--- config.mk ---
export PLATFORM = sky130hd
export DESIGN_NAME = cla_nibble_serial_adder
export DESIGN_NICKNAME = d
export VERILOG_FILES = /design/src/rtl/cla_nibble_serial_adder.sv
export SDC_FILE = /design/constraint.sdc
export NUM_CORES = 1
export LEC_CHECK = 0
export ABC_AREA = 1
export BUFFER_PORTS_ARGS = -buffer_cell sky130_fd_sc_hd__buf_4
export CAP_MARGIN = 20
export CORE_ASPECT_RATIO = 1.2
export CORE_MARGIN = 2
export CORE_UTILIZATION = 51
export DETAILED_ROUTE_END_ITERATION = 7
export PLACE_DENSITY_LB_ADDON = 0.12
export SETUP_SLACK_MARGIN = 0.2
export SYNTH_ARGS = -nofsm -noshare
export SYNTH_HDL_FRONTEND = slang
export SYNTH_HIERARCHICAL = 1
export SYNTH_SLANG_ARGS = --single-unit
--- constraint.sdc ---
create_clock -name clk -period 6.62 [get_ports clk]
set_clock_uncertainty 0.05 [all_clocks]
set_input_delay 1.324 -clock clk [delete_from_list [all_inputs] [get_ports clk]]
set_output_delay 1.324 -clock clk [all_outputs]
set_load 0.01 [all_outputs]
--- src/rtl/cla_nibble_serial_adder.sv ---
// cla_nibble_serial_adder: a WIDTH-bit adder that reuses one 4-bit CLA slice
// over WIDTH/4 cycles, least significant nibble first. The carry between
// nibbles is held in a register. Operands come in and results go out over
// valid/ready handshakes.
//
// Optional feature: define CLA_SEQ_OVERFLOW_EN to add the `ovf` output.
// `ovf` is a registered two's-complement overflow flag. It is computed from
// the latched operands and follows the same valid/hold rules as `sum`.
module cla_nibble_serial_adder #(
  parameter int WIDTH = 16
) (
  input  logic             clk,
  input  logic             rst_n,
  input  logic             in_valid,
  output logic             in_ready,
  input  logic [WIDTH-1:0] a,
  input  logic [WIDTH-1:0] b,
  input  logic             cin,
  output logic             out_valid,
  input  logic             out_ready,
  output logic [WIDTH-1:0] sum,
  output logic             cout,
  output logic             busy
`ifdef CLA_SEQ_OVERFLOW_EN
  ,
  output logic             ovf
`endif
);

  localparam int NIBBLES = WIDTH / 4;
  // One extra bit so the counter type never wraps, even when NIBBLES is a power of two.
  localparam int CW = $clog2(NIBBLES) + 1;
  localparam logic [CW-1:0] LAST_NIB = CW'(NIBBLES - 1);

  // Refuse to build with a width the nibble slicing cannot cover exactly.
  if ((WIDTH % 4) != 0 || WIDTH < 4) begin : g_bad_width
    $error("cla_nibble_serial_adder: WIDTH must be a multiple of 4 and >= 4");
  end

  typedef enum logic [1:0] {
    IDLE = 2'd0,
    RUN  = 2'd1,
    DONE = 2'd2
  } state_t;

  state_t           state_reg;
  logic [WIDTH-1:0] a_reg;
  logic [WIDTH-1:0] b_reg;
  logic             carry_reg;
  logic [CW-1:0]    cnt_reg;
  logic [WIDTH-1:0] sum_reg;
  logic             cout_reg;
  logic             in_ready_reg;
  logic             out_valid_reg;
  logic             busy_reg;
`ifdef CLA_SEQ_OVERFLOW_EN
  logic             ovf_reg;
`endif

  // Nibble views of the latched operands. The slice is fed only from registers.
  logic [3:0] a_nib [NIBBLES];
  logic [3:0] b_nib [NIBBLES];

  for (genvar gi = 0; gi < NIBBLES; gi++) begin : g_nib
    assign a_nib[gi] = a_reg[4*gi +: 4];
    assign b_nib[gi] = b_reg[4*gi +: 4];
  end

  logic [3:0] slice_a;
  logic [3:0] slice_b;
  logic [3:0] slice_s;
  logic       slice_c;

  // Steer the nibble selected by the counter into the shared slice.
  always_comb begin
    slice_a = '0;
    slice_b = '0;
    for (int i = 0; i < NIBBLES; i++) begin
      if (cnt_reg == CW'(i)) begin
        slice_a = a_nib[i];
        slice_b = b_nib[i];
      end
    end
  end

  cla_4bit u_slice (
    .a     (slice_a),
    .b     (slice_b),
    .c_in  (carry_reg),
    .s     (slice_s),
    .c_out (slice_c)
  );

  // Control FSM with its datapath registers. The handshake outputs are registered.
  always_ff @(posedge clk or negedge rst_n) begin
    if (!rst_n) begin
      state_reg     <= IDLE;
      a_reg         <= '0;
      b_reg         <= '0;
      carry_reg     <= 1'b0;
      cnt_reg       <= '0;
      sum_reg       <= '0;
      cout_reg      <= 1'b0;
      in_ready_reg  <= 1'b1;
      out_valid_reg <= 1'b0;
      busy_reg      <= 1'b0;
`ifdef CLA_SEQ_OVERFLOW_EN
      ovf_reg       <= 1'b0;
`endif
    end else begin
      unique case (state_reg)
        IDLE: begin
          if (in_valid) begin
            a_reg        <= a;
            b_reg        <= b;
            carry_reg    <= cin;
            cnt_reg      <= '0;
            in_ready_reg <= 1'b0;
            busy_reg     <= 1'b1;
            state_reg    <= RUN;
          end
        end
        RUN: begin
          // Write the current nibble of the sum. The other nibbles keep their values.
          for (int i = 0; i < NIBBLES; i++) begin
            if (cnt_reg == CW'(i)) begin
              sum_reg[4*i +: 4] <= slice_s;
            end
          end
          carry_reg <= slice_c;
          if (cnt_reg == LAST_NIB) begin
            cout_reg      <= slice_c;
`ifdef CLA_SEQ_OVERFLOW_EN
            // slice_s[3] is the final sum MSB on this cycle.
            ovf_reg       <= a_reg[WIDTH-1] ^ b_reg[WIDTH-1] ^ slice_s[3] ^ slice_c;
`endif
            cnt_reg       <= '0;
            out_valid_reg <= 1'b1;
            state_reg     <= DONE;
          end else begin
            cnt_reg <= cnt_reg + 1'b1;
          end
        end
        DONE: begin
          if (out_ready) begin
            out_valid_reg <= 1'b0;
            busy_reg      <= 1'b0;
            in_ready_reg  <= 1'b1;
            state_reg     <= IDLE;
          end
        end
        default: begin
          state_reg <= IDLE;
        end
      endcase
    end
  end

  assign in_ready  = in_ready_reg;
  assign out_valid = out_valid_reg;
  assign busy      = busy_reg;
  assign sum       = sum_reg;
  assign cout      = cout_reg;
`ifdef CLA_SEQ_OVERFLOW_EN
  assign ovf       = ovf_reg;
`endif

endmodule

// cla_4bit: a 4-bit carry-lookahead slice. Every carry is written out as a
// flat generate/propagate equation, so no carry ripples between bits.
module cla_4bit (
  input  logic [3:0] a,
  input  logic [3:0] b,
  input  logic       c_in,
  output logic [3:0] s,
  output logic       c_out
);

  logic [3:0] g;
  logic [3:0] p;
  logic       c1;
  logic       c2;
  logic       c3;
  logic       c4;

  assign g  = a & b;
  assign p  = a ^ b;
  assign c1 = g[0] | (p[0] & c_in);
  assign c2 = g[1] | (p[1] & g[0]) | (p[1] & p[0] & c_in);
  assign c3 = g[2] | (p[2] & g[1]) | (p[2] & p[1] & g[0]) | (p[2] & p[1] & p[0] & c_in);
  assign c4 = g[3] | (p[3] & g[2]) | (p[3] & p[2] & g[1]) | (p[3] & p[2] & p[1] & g[0])
            | (p[3] & p[2] & p[1] & p[0] & c_in);

  assign s     = p ^ {c3, c2, c1, c_in};
  assign c_out = c4;

endmodule
== Yosys cells after proc, flatten, opt, wreduce, memory -nomap -nowiden ==
Cells that the tools add are included.
Storage, ports and cells
  input port bits: 37
  output and inout bits: 20
  word-level logic and storage cells: 90
  bits in registers: 58
Cells by class
  $add $sub $neg: 1
  mux-type cells: 25
  eq/ne operators: 8
  reduce and logical (&&, ||, !) cells: 14
  bitwise operators: 29
Operators with widths (count)
  $mux W4: 8
  $and A1 B1 Y1: 16
  $reduce_and A2 Y1: 6
  $or A1 B1 Y1: 10
  $reduce_and A3 Y1: 3
  $pmux W1 S2: 4
  $xor A4 B4 Y4: 2
  $eq A3 B2 Y1 const B: 2
  $mux W1: 6
  $mux W2: 3
  $mux W3: 2
  $ne A2 B2 Y1 const B: 3
  $pmux W2 S3: 1
  $pmux W3 S2: 1
  $reduce_bool A2 Y1: 3
  $and A4 B4 Y4: 1
  $add A3 B1 Y3 const B: 1
  $eq A3 B1 Y1 const B: 1
  $logic_not A3 Y1: 1
  $eq A2 B1 Y1 const B: 1
  $eq A2 B2 Y1 const B: 1
  $logic_not A2 Y1: 1

== Logic depth before layout (Yosys ltp) ==
Gate-level depths: netlist of the first run.
  depth in word-level cells: 12
  gate-level depth with buffers: 18
  depth with buffers taken out: 18

== Hierarchy ==
Netlist of the first run, hierarchy kept.
By module, submodules not included
  cla_nibble_serial_adder: sequential area each 1452.6 um^2, area an instance 2620.0 um^2, instances 1, cells each 328
  cla_4bit: sequential area each 0.0 um^2, area an instance 188.9 um^2, instances 1, cells each 31

== Worst setup path before layout of the first run ==
No wires, ideal clock.
  kind: reg2reg
  from: register cnt_reg[0]
  to: register sum_reg[7], in the netlist sum[7]
  slack: 4394 ps
  setup time: 126 ps
  arrival time: 2050 ps
  path buffers: 0
  required time: 6444 ps
  clock period less this slack: 2226 ps
  stages on the path, launching flop included: 18
  cell sequence: dfrtp_1 > inv_1 > ha_1 > inv_1 > nor2_2 > nand2_1 > nand2_1 > inv_1 > nand2_1 > nand2_1 > ha_1 > or2_0 > nand2_1 > nand2_1 > nand2_1 > nand2_1 > inv_1 > o21ai_1
Between the ends
  cells in the longest elaborated chain, start to end: 11
  elaborated cells between the ends (all ways): 24
  classes of those cells: eq/ne (3); mux (8); bitwise (11); reduce/logical (2)
RTL lines
  start: declaration: RTL line 50  | logic [CW-1:0] cnt_reg;
  start signal: assignment: RTL line 141  | cnt_reg <= cnt_reg + 1'b1;
  $logic_not A3 Y1: RTL line 79  | if (cnt_reg == CW'(i)) begin
  $mux W4 (3 in a row): RTL line 79
  $mux W4 (*): RTL line 79
  via slice_a[2]: RTL line 69  | logic [3:0] slice_a;
  $xor A4 B4 Y4: RTL line 188  | assign p = a ^ b;
  $and A1 B1 Y1: RTL line 191  | assign c3 = g[2] | (p[2] & g[1]) | (p[2] & p[1] & g[0]) | (p[2] & p[1] & p[0] & c_in);
  $or A1 B1 Y1 / $and A1 B1 Y1 (equally long branches) (2 in a row): RTL line 191
  $or A1 B1 Y1 (*): RTL line 191
  $xor A4 B4 Y4 (*): RTL line 195  | assign s = p ^ {c3, c2, c1, c_in};
  via slice_s[3]: RTL line 71  | logic [3:0] slice_s;
  end signal: indexed assignment: RTL line 127  | sum_reg[4*i +: 4] <= slice_s;
  end: declaration: RTL line 51  | logic [WIDTH-1:0] sum_reg;
Mark *: on every way through the listed nets, which the timed path passes. The rest lies on a longest branch.
A chain may end at the register's enable or synchronous reset.

== Worst setup path after layout of the first run ==
  from: input port in_valid
  to: register a_reg[0]
Between the ends
  cells in the longest elaborated chain, start to end: 1
RTL lines
  start: declaration: RTL line 14  | input logic in_valid,
  $reduce_and A2 Y1 (no source line)
  end signal: assignment: RTL line 98  | a_reg <= '0;
  end signal: assignment: RTL line 114  | a_reg <= a;
  end: declaration: RTL line 47  | logic [WIDTH-1:0] a_reg;
Every way passes these cells.

==> results of run 1 <==
[routing by layer]
metal / vias up / track usage (%) / wire, µm
met5: - / 0 / 0
met4: 0 / 12.5 / 187
met3: 17 / 4.16 / 229
met2: 57 / 36.1 / 2890
met1: 1110 / 25.5 / 2490
li1: 1218 / - / -
[per-stage QoR]
step / instance area (µm²) / utilization [%] / setup slack (ns) / total power [W]
after global placement: 3240 / 61.2 / 3.48 / 0.00154
after CTS: 3440 / 64.9 / 3.78 / 0.00190
after global routing: 3440 / 64.9 / 3.59 / 0.00207
final: 3440 / 64.9 / 3.81 / 0.00188
after floorplan: 2810 / - / 4.39 / 0.00128
after detailed placement: 3240 / 61.2 / 3.42 / 0.00157
[final cells by class]
cell class / instances / area, µm²
fill: 524 / 1860
sequential: 58 / 1450
multi-input combinational: 242 / 1110
timing repair buffer: 56 / 420
inverter: 48 / 180
clock buffer: 14 / 163
tap: 62 / 77.6
clock inverter: 2 / 35.0
[worst max-delay path by stage]
stage	to	from	cells past startpoint	slack, ns
CTS	a_reg[9]$_DFFE_PN0P_	in_valid	5	3.78
finish	a_reg[0]$_DFFE_PN0P_	in_valid	5	3.81
global route	b_reg[8]$_DFFE_PN0P_	in_valid	5	3.59
floorplan	sum[7]$_DFFE_PN0P_	cnt_reg[0]$_DFFE_PN0P_	17	4.39
detailed placement	a_reg[8]$_DFFE_PN0P_	in_valid	5	3.42
global placement	b_reg[0]$_DFFE_PN0P_	in_valid	5	3.48
[where the power goes]
part | switching, W | internal (W) | leakage [nW] | total, W
Clock | 0.000134 | 0.000194 | 0.101 | 0.000328
Sequential | 0.0000780 | 0.000519 | 0.718 | 0.000597
Combinational | 0.000613 | 0.000345 | 1.09 | 0.000958
[tightest hold or removal path: stages (launching register included)]
cell,delay [ns]
dfrtp_1,0.34
nand2_1,0.06
nand2_1,0.05
[layout by cell type, fill, tap and decap left out]
cell and instances:
or2_0 1, ha_1 8, inv_1 42, nor2_4 1, fa_1 1, clkbuf_8 11
o31ai_1 1, nand2_1 150, nor2_1 9, dfstp_2 1, inv_2 6, buf_4 56
and3_1 1, clkinv_2 1, o21ai_1 35, nand2_2 2, a21oi_1 2, xnor2_1 1
o21ai_0 3, nand4_1 2, dfrtp_1 57, nand3_1 23, nor2_2 2, bufinv_16 1
clkbuf_1 3
[synthesized netlist by cell type, drive strengths merged]
cell type	number	area, µm²
inv	48	180
nand4	2	12.5
a21oi	2	10.0
or2	1	6.26
dfstp	1	26.3
nor2	12	57.6
fa	1	20.0
buf	11	66.3
o21ai	38	190
ha	8	100
nand3	23	115
xnor2	1	8.76
and3	1	6.26
dfrtp	57	1430
o31ai	1	7.51
nand2	152	576
[cells by family (layout without fill, tap and decap cells)]
logic type / count (synthesis) / in the layout / synth area share (%)
AO/OA/AOI/OAI: 41 / 41 / 7.39
XOR/XNOR: 1 / 1 / 0.312
AND/OR/NAND/NOR: 191 / 191 / 27.5
flip-flops: 58 / 58 / 51.7
buffers and inverters: 59 / 120 / 8.77
adder cells (fa/ha/maj): 9 / 9 / 4.28
==> impl_results.md, run 1 <==
* Crit. End Element: flop
* Measured slew at the worst slew-check pin at 0.761 ns
* Drt pass-1 iters at 5
* Worst EP required at 6.82 ns
* Unrepaired setup endpoints after global routing: no
* Ant diodes at 0
* CP delay by family, top: buffers and inverters
* Clk_lat worst skew at 0.34 ns
* Htree depth at 3
* Drt via density at 4.98
* Syn Inst Count at 359
* Buffer type at the clock tree root: clkbuf_8
* Mean Syn Cell Area at 7.82 µm²
* Hold Vio Cnt, Final at 0
* Power per cell area at 548 nW/µm²
* Die area at 6120 µm²
* ANT nets after route at 0
* R2R Path End: sum[3]$_DFFE_PN0P_
* Max Slew Vio Count at 0
* Nets at 461
* Worst-path cell chain: buf_4, nand3_1, inv_2, nand2_1, o21ai_1
* Non-filler cells, final at 482
* Post-CTS Setup Bufs at 0
* Cts hold-fix bufs at 0
* Hold Path Class: flop to flop
* HPWL after DPL at 4.17 mm
* Io pins at 57
* RePlAce Congestion at 0.787
* CTS buffer count at 9
* Hold depth at 2
* RR Startpoint: cnt_reg[1]$_DFFE_PN0P_
* WP buf/inv at 2
* Arrival time at the worst endpoint at 3.01 ns
* Overall global routing resource usage at 21.5%
* Vias in the first global route at 2,345
* Worst rel slew slack at 49.1%
* Final Cycle Share at 42.4%
* Yosys warns at 6
* Initial Utilization at 53.0%
* Share of layout cells above drive strength 1 at 19.3%
* Hold path start: a_reg[7]$_DFFE_PN0P_
* Hold slack final at 0.428 ns
* Max-cap violation count at 0
* Clock buffer depth at 2
* Worst R2R Path Depth at 15
* Antenna violations before repair at 0
* Max frequency at 0.356 GHz
* Slowest cell on crit path: inv_2
* Placed instance count at 466
* Synthesized netlist net count at 405
* Die height at 85.3 µm
* Row count at 29
* First-pass GRT wire length at 10.1 mm
* Synth cell types at 23
* Clock transition at path regs at 0.06 ns
* Drt initial violations at 120
* Area grow syn2layout at 22.4%
* CP Max Fanout at 49
* Via count at 2,402
* Pleak at 1.91 nW
* Outcome: finished, final reports clean
* Resized cells post-CTS at 0
* CTS tree: built
* CTS sink cnt at 58
* Largest net degree at the start of global routing at 59
* IO Port Bufs at 56
* Worst path max stage delay at 0.81 ns
* Peak VDD IR at 0.250 mV
* Tmin final at 2.81 ns
* Part of the Yosys area used for sequential elements at 51.7%
* Routed wire per std cell at 12.0 µm
* R2r setup slk at 3.93 ns
* Synth Cell Area at 2810 µm²
* Final setup viols at 0
* Width of the die at 71.7 µm
* #FFs+latches synth at 58
* Setup TNS at 0 ns
* CORE AREA at 5300 µm²
* Remaining Overflow, GRT at 0
* DRT Wirelength at 5.80 mm
* DRC at 0
* Worst setup path class: primary input to flop
* Startpoint Class: primary input
* Hold Crit Endpoint: a_reg[7]$_DFFE_PN0P_
No activity file was read; power rests on OpenSTA's default activity.
==> inputs of run 2 (changes only) <==
Settings changed: CORE_UTILIZATION 51 to 49.
Clock period 6.62 ns to 2.3 ns, I/O delays scaled along.
==> run 2 against run 1 <==
The run now ends with negative setup slack left. Power rose to 3.5 times the previous value. Die area up 3.9%. Sequential power rose to 2.9 times the previous value. Via count is 4.8% higher. Sequential cell count did not move. Combinational power grew to 4.1 times the previous value. Cell count up 3.3%. Wire length is 17% higher. Global-route usage up 1.6 points. Critical path depth rose by 12. Largest power group unchanged.
==> impl_results.md, run 2 (synthesized netlist as in run 1, its figures left out) <==
* Non-filler cells, final at 498 (was 482)
* DRT Wirelength at 6.77 mm (was 5.80 mm)
* DRC at 0 (unchanged)
* Final Util at 68.1% (was 64.9%)
* Io pins at 57 (unchanged)
* CTS sink cnt at 58 (unchanged)
* Via count at 2,517 (was 2,402)
* Drt via density at 5.05 (was 4.98)
* Clk_lat worst skew at 0.34 ns (about the same)
* CTS tree: built (unchanged)
* Hold Vio Cnt, Final at 0 (unchanged)
* Width of the die at 73.1 µm (was 71.7 µm)
* CP Max Fanout at 8 (was 49)
* RePlAce Congestion at 0.808 (was 0.787)
* Area grow syn2layout at 35.6% (was 22.4%)
* Final setup viols at 4 (was 0)
* Hold Path Class: primary input to asynchronous set/reset pin (was flop to flop)
* Outcome: finished, violations left (was finished, final reports clean)
* Htree depth at 3 (unchanged)
* Final Instance Area at 3810 µm² (was 3440 µm²)
* Ant diodes at 0 (unchanged)
* Setup ws final at -0.0189 ns (was 3.81 ns)
* IO Port Bufs at 56 (unchanged)
* CORE AREA at 5590 µm² (was 5300 µm²)
* Vias in the first global route at 2,407 (was 2,345)
* Fill count at 479 (was 524)
* Drt initial violations at 117 (was 120)
* Commonest non-fill, non-tap cell in the layout: nand2_1 (unchanged)
* Remaining Overflow, GRT at 0 (unchanged)
* Crit. End Element: flop (unchanged)
* Buffer type at the clock tree root: clkbuf_8 (unchanged)
* Startpoint Class: flop (was primary input)
* Drt pass-1 iters at 4 (was 5)
* Setup TNS at -0.0435 ns (was 0 ns)
* Clock buffer depth at 2 (unchanged)
* Max frequency at 0.431 GHz
* Largest net degree at the start of global routing at 59 (unchanged)
* Unrepaired setup endpoints after global routing: yes (was no)
* CTS buffer count at 9 (unchanged)
* Share of layout cells above drive strength 1 at 33.4% (was 19.3%)
* CP most frequent cell: nand2_1
* Multi-input combinational cell area at 1330 µm² (was 1110 µm²)
* Peak VDD IR at 0.761 mV (was 0.250 mV)
* Area after DPL at 3300 µm² (was 3240 µm²)
* Worst EP required at 2.47 ns (was 6.82 ns)
* Die height at 86.9 µm (was 85.3 µm)
* Power per cell area at 1750 nW/µm² (was 548 nW/µm²)
* Tmin final at 2.32 ns
* Final Cycle Share at 101%
* Worst rel slew slack at 51.2% (was 49.1%)
* Initial Utilization at 50.2% (was 53.0%)
* HPWL after DPL at 4.48 mm (was 4.17 mm)
* Placed instance count at 473 (was 466)
* FF/Latch Area at 1450 µm² (about the same)
* Routed wire per std cell at 13.6 µm (was 12.0 µm)
* Slowest cell on crit path: dfrtp_1 (was inv_2)
* Overall global routing resource usage at 23.1% (was 21.5%)
* Tot Pwr at 0.00666 W (was 0.00188 W)
* Worst-path cell chain: inv_2, ha_4, inv_2, nor2_4, buf_12, inv_4, nand3_1, nand2_2, nand2_2, ha_4, or2_0, nand2_1, nand2_1, nand2_1, nand2_1, inv_2, o21ai_1 (was buf_4, nand3_1, inv_2, nand2_1, o21ai_1)
* ANT nets after route at 0 (unchanged)
* Worst setup path class: flop to flop (was primary input to flop)
* Cts hold-fix bufs at 0 (unchanged)
* Row count at 30 (was 29)
* Failing checks: negative setup slack
* Die area at 6360 µm² (was 6120 µm²)
* Pleak at 2.02 nW (was 1.91 nW)
* Most frequent cells in the layout: nand2_1 (131), buf_4 (66), dfrtp_1 (56) (was nand2_1 (150), dfrtp_1 (57), buf_4 (56))
* R2r setup slk at -0.02 ns (was 3.93 ns)
* Clock transition at path regs at 0.07 ns (was 0.06 ns)
* Antenna violations before repair at 0 (unchanged)
* Worst path max stage delay at 0.40 ns (was 0.81 ns)
* Max-cap violation count at 0 (unchanged)
* Measured slew at the worst slew-check pin at 0.732 ns (was 0.761 ns)
* Nets at 475 (was 461)
* Max Slew Vio Count at 0 (unchanged)
* Arrival time at the worst endpoint at 2.49 ns (was 3.01 ns)
* First-pass GRT wire length at 11.0 mm (was 10.1 mm)
run 2: repair_timing:
action,in CTS,in global routing
pin swaps,24,8
resized for setup,40,21
buffers inserted,7,2
setup endpoints to repair,18,18
run 2: per-stage QoR:
stage / setup WS (ns) / hold slack (ns)
after floorplan: 0.201 / 0.114
after global placement: -0.106 / 0.416
after detailed placement: -0.112 / 0.416
after CTS: 0.0883 / 0.142
after global routing: -0.105 / 0.181
final: -0.0189 / 0.109
run 2: path summary, 6_finish.rpt:
path / endpoint / from / depth (start not counted)
min in group clk: state_reg[1]$_DFFE_PN0P_ / out_ready / 2
max in group asynchronous: cnt_reg[1]$_DFFE_PN0P_ / rst_n / 1
worst min register to register: b_reg[6]$_DFFE_PN0P_ / b_reg[6]$_DFFE_PN0P_ / 2
worst max register to register: sum[15]$_DFFE_PN0P_ / cnt_reg[0]$_DFFE_PN0P_ / 17
worst max-delay path: sum[15]$_DFFE_PN0P_ / cnt_reg[0]$_DFFE_PN0P_ / 17
worst min-delay path: sum[4]$_DFFE_PN0P_ / rst_n / 1
run 2: layout make-up:
type	instances	share of cell area, %
timing repair buffer	70	14.4
clock buffer	14	4.53
clock inverter	2	0.920
tap	64	2.10
inverter	48	4.86
multi-input combinational	242	35.0
sequential	58	38.2
run 2: where the power goes:
| group | switching (W) | internal [W] |
|---|---|---|
| clock | 0.000390 | 0.000588 |
| combinational | 0.00230 | 0.00165 |
| sequential | 0.000243 | 0.00150 |
run 2: per-layer routing:
metal / wire length (µm) / track usage (%)
met5: 0 / 0
met4: 181 / 11.1
met3: 296 / 4.17
met2: 3470 / 39.6
met1: 2820 / 27.6
run 2: worst max-delay path: cells and delay by family (launching register included):
family	cells	cell delay [ns]
compound gates	1	0.06
simple gates	9	0.81
flops	1	0.40
fa+ha+maj	2	0.41
buf+inv	5	0.46
==> inputs of run 3 (changes only) <==
Settings changed: CORE_UTILIZATION 49 to 51.
Clock period 2.3 ns to 2.7 ns, I/O delays scaled along.
==> run 3 against run 2 <==
The run now ends clean. Power fell by 25%. Critical path depth did not move. Cell count fell by 1.8%. Clock power fell by 4.0%. Via count fell by 2.4%.
==> impl_results.md, run 3 (synthesized netlist as in run 1, its figures left out) <==
* Outcome: finished, final reports clean (was finished, violations left)
* Drt pass-1 iters at 4 (unchanged)
* Max-cap violation count at 0 (unchanged)
* Unrepaired setup endpoints after global routing: yes (unchanged)
* DRT Wirelength at 6.43 mm (was 6.77 mm)
* Commonest non-fill, non-tap cell in the layout: nand2_1 (unchanged)
* Die height at 85.3 µm (was 86.9 µm)
* Buffer type at the clock tree root: clkbuf_8 (unchanged)
* Share of layout cells above drive strength 1 at 23.0% (was 33.4%)
* Nets at 468 (was 475)
* Setup TNS at 0 ns (was -0.0435 ns)
* FF/Latch Area at 1450 µm² (about the same)
* Io pins at 57 (unchanged)
* Die area at 6120 µm² (was 6360 µm²)
* ANT nets after route at 0 (unchanged)
* Hold Vio Cnt, Final at 0 (unchanged)
* Vias in the first global route at 2,460 (was 2,407)
* First-pass GRT wire length at 11.0 mm (about the same)
* DRC at 0 (unchanged)
* Met2 wire len at 3.35 mm (was 3.47 mm)
* M1 wire length at 2.71 mm (was 2.82 mm)
* Largest net degree at the start of global routing at 59 (unchanged)
* Tmin final at 2.37 ns (was 2.32 ns)
* Pleak at 1.96 nW (was 2.02 nW)
* Max frequency at 0.421 GHz (was 0.431 GHz)
* Initial Utilization at 53.0% (was 50.2%)
* Most frequent cells in the layout: nand2_1 (149), buf_4 (61), dfrtp_1 (57) (was nand2_1 (131), buf_4 (66), dfrtp_1 (56))
* Worst EP required at 2.91 ns (was 2.47 ns)
* Arrival time at the worst endpoint at 2.58 ns (was 2.49 ns)
* Power per cell area at 1390 nW/µm² (was 1750 nW/µm²)
* Ant diodes at 0 (unchanged)
* Met3 routed WL at 231 µm (was 296 µm)
* Clock buffer depth at 2 (unchanged)
* Hold Path Class: primary input to asynchronous set/reset pin (unchanged)
* Uppermost routed layer: met4 (unchanged)
* Htree depth at 3 (unchanged)
* Crit. End Element: flop (unchanged)
* RePlAce Congestion at 0.907 (was 0.808)
* Measured slew at the worst slew-check pin at 0.724 ns (was 0.732 ns)
* CTS tree: built (unchanged)
* Drt via density at 5.02 (was 5.05)
* Hold slack final at 0.197 ns (was 0.109 ns)
* CORE AREA at 5300 µm² (was 5590 µm²)
* Worst R2R Path Depth at 17 (unchanged)
* Routed wire per std cell at 13.2 µm (was 13.6 µm)
* Final setup viols at 0 (was 4)
* Startpoint Class: flop (unchanged)
* Clock transition at path regs at 0.07 ns (about the same)
* RR Startpoint: cnt_reg[0]$_DFFE_PN0P_ (unchanged)
* R2r setup slk at 0.33 ns (was -0.02 ns)
* CTS buffer count at 9 (unchanged)
* Worst rel slew slack at 51.7% (was 51.2%)
* CP Max Fanout at 8 (unchanged)
* Drt initial violations at 222 (was 117)
* CTS sink cnt at 58 (unchanged)
* Fill count at 468 (was 479)
* Peak VDD IR at 0.596 mV (was 0.761 mV)
* Worst setup path class: flop to flop (unchanged)
* Tot Pwr at 0.00499 W (was 0.00666 W)
* Area grow syn2layout at 27.5% (was 35.6%)
* Antenna violations before repair at 0 (unchanged)
* Remaining Overflow, GRT at 0 (unchanged)
* Final Cycle Share at 87.9% (was 101%)
* Clk_lat worst skew at 0.33 ns (was 0.34 ns)
* Max Slew Vio Count at 0 (unchanged)
* Width of the die at 71.7 µm (was 73.1 µm)
* Row count at 29 (was 30)
* R2R Path End: cout$_DFFE_PN0P_ (was sum[15]$_DFFE_PN0P_)
* Via count at 2,457 (was 2,517)
* IO Port Bufs at 56 (unchanged)
* Multi-input combinational cell area at 1150 µm² (was 1330 µm²)
* HPWL after DPL at 4.64 mm (was 4.48 mm)
* Overall global routing resource usage at 23.3% (was 23.1%)
[run 3: changes by cell type in the layout (fill, tap and decap cells not counted), moves of 4 or more]
cell / delta
inv_1: +6
o21ai_2: -5
ha_1: +5
inv_2: -4
buf_4: -5
o21ai_1: +5
ha_4: -5
nand2_1: +18
nand2_2: -15
[run 3: cell type report]
type | instances | share of cell area [%]
inverter | 48 | 5.03
clock inverter | 4 | 2.03
timing repair buffer | 63 | 13.4
tap | 62 | 2.17
sequential | 58 | 40.6
multi-input combinational | 242 | 32.2
clock buffer | 12 | 4.61
[run 3: worst max-delay path by stage]
stage                            from                  to  slack (ns)  cells past startpoint
6_report       cnt_reg[0]$_DFFE_PN0P_    cout$_DFFE_PN0P_        0.33                     17
4_1_cts        cnt_reg[0]$_DFFE_PN0P_  sum[7]$_DFFE_PN0P_        0.23                     17
5_1_grt        cnt_reg[0]$_DFFE_PN0P_    cout$_DFFE_PN0P_        0.15                     17
3_5_place_dp   cnt_reg[0]$_DFFE_PN0P_  sum[7]$_DFFE_PN0P_         0.1                     17
2_1_floorplan  cnt_reg[0]$_DFFE_PN0P_  sum[7]$_DFFE_PN0P_        0.47                     17
3_3_place_gp   cnt_reg[0]$_DFFE_PN0P_  sum[7]$_DFFE_PN0P_        0.17                     17
[run 3: layer usage]
layer  GRT usage, %  vias up
met2           40.4       62
met1           28.3     1149
li1               -     1230
met5              0        -
met3           5.34       16
met4           7.89        0
[run 3: worst max-delay path, cell delays in order (launching register included)]
cell and delay (ns):
dfrtp_1 0.43, inv_2 0.08, ha_1 0.14, inv_1 0.06, nor2_4 0.22, buf_6 0.14
nand2_1 0.04, nand2_1 0.05, inv_1 0.04, nand2_1 0.06, nand2_1 0.08, ha_1 0.33
nand3_2 0.09, nand3_1 0.11, nand3_1 0.09, nand2_1 0.07, nand2_1 0.07, o21ai_1 0.14
[run 3: metrics by stage]
| step | std cells | util [%] | setup WS [ns] | cell area [µm²] |
|---|---|---|---|---|
| 2_1_floorplan | 359 | - | 0.474 | 2810 |
| 3_3_place_gp | 470 | 61.7 | 0.168 | 3270 |
| 3_5_place_dp | 470 | 61.7 | 0.0979 | 3270 |
| 4_1_cts | 486 | 66.4 | 0.226 | 3520 |
| 5_1_grt | 489 | 67.6 | 0.155 | 3580 |
| 6_report | 489 | 67.6 | 0.326 | 3580 |
[run 3: what timing repair did]
action / 4_1_cts / 5_1_grt
setup endpoints to repair: 5 / 18
resized for setup: 2 / 9
hold buffers: 0 / 0
pin swaps: 0 / 2
buffers inserted: 0 / 3
cloned: 0 / 0
[run 3: power by group]
part / internal, W / switching (W)
clock network: 0.000594 / 0.000347
registers: 0.00127 / 0.000197
logic: 0.00100 / 0.00158
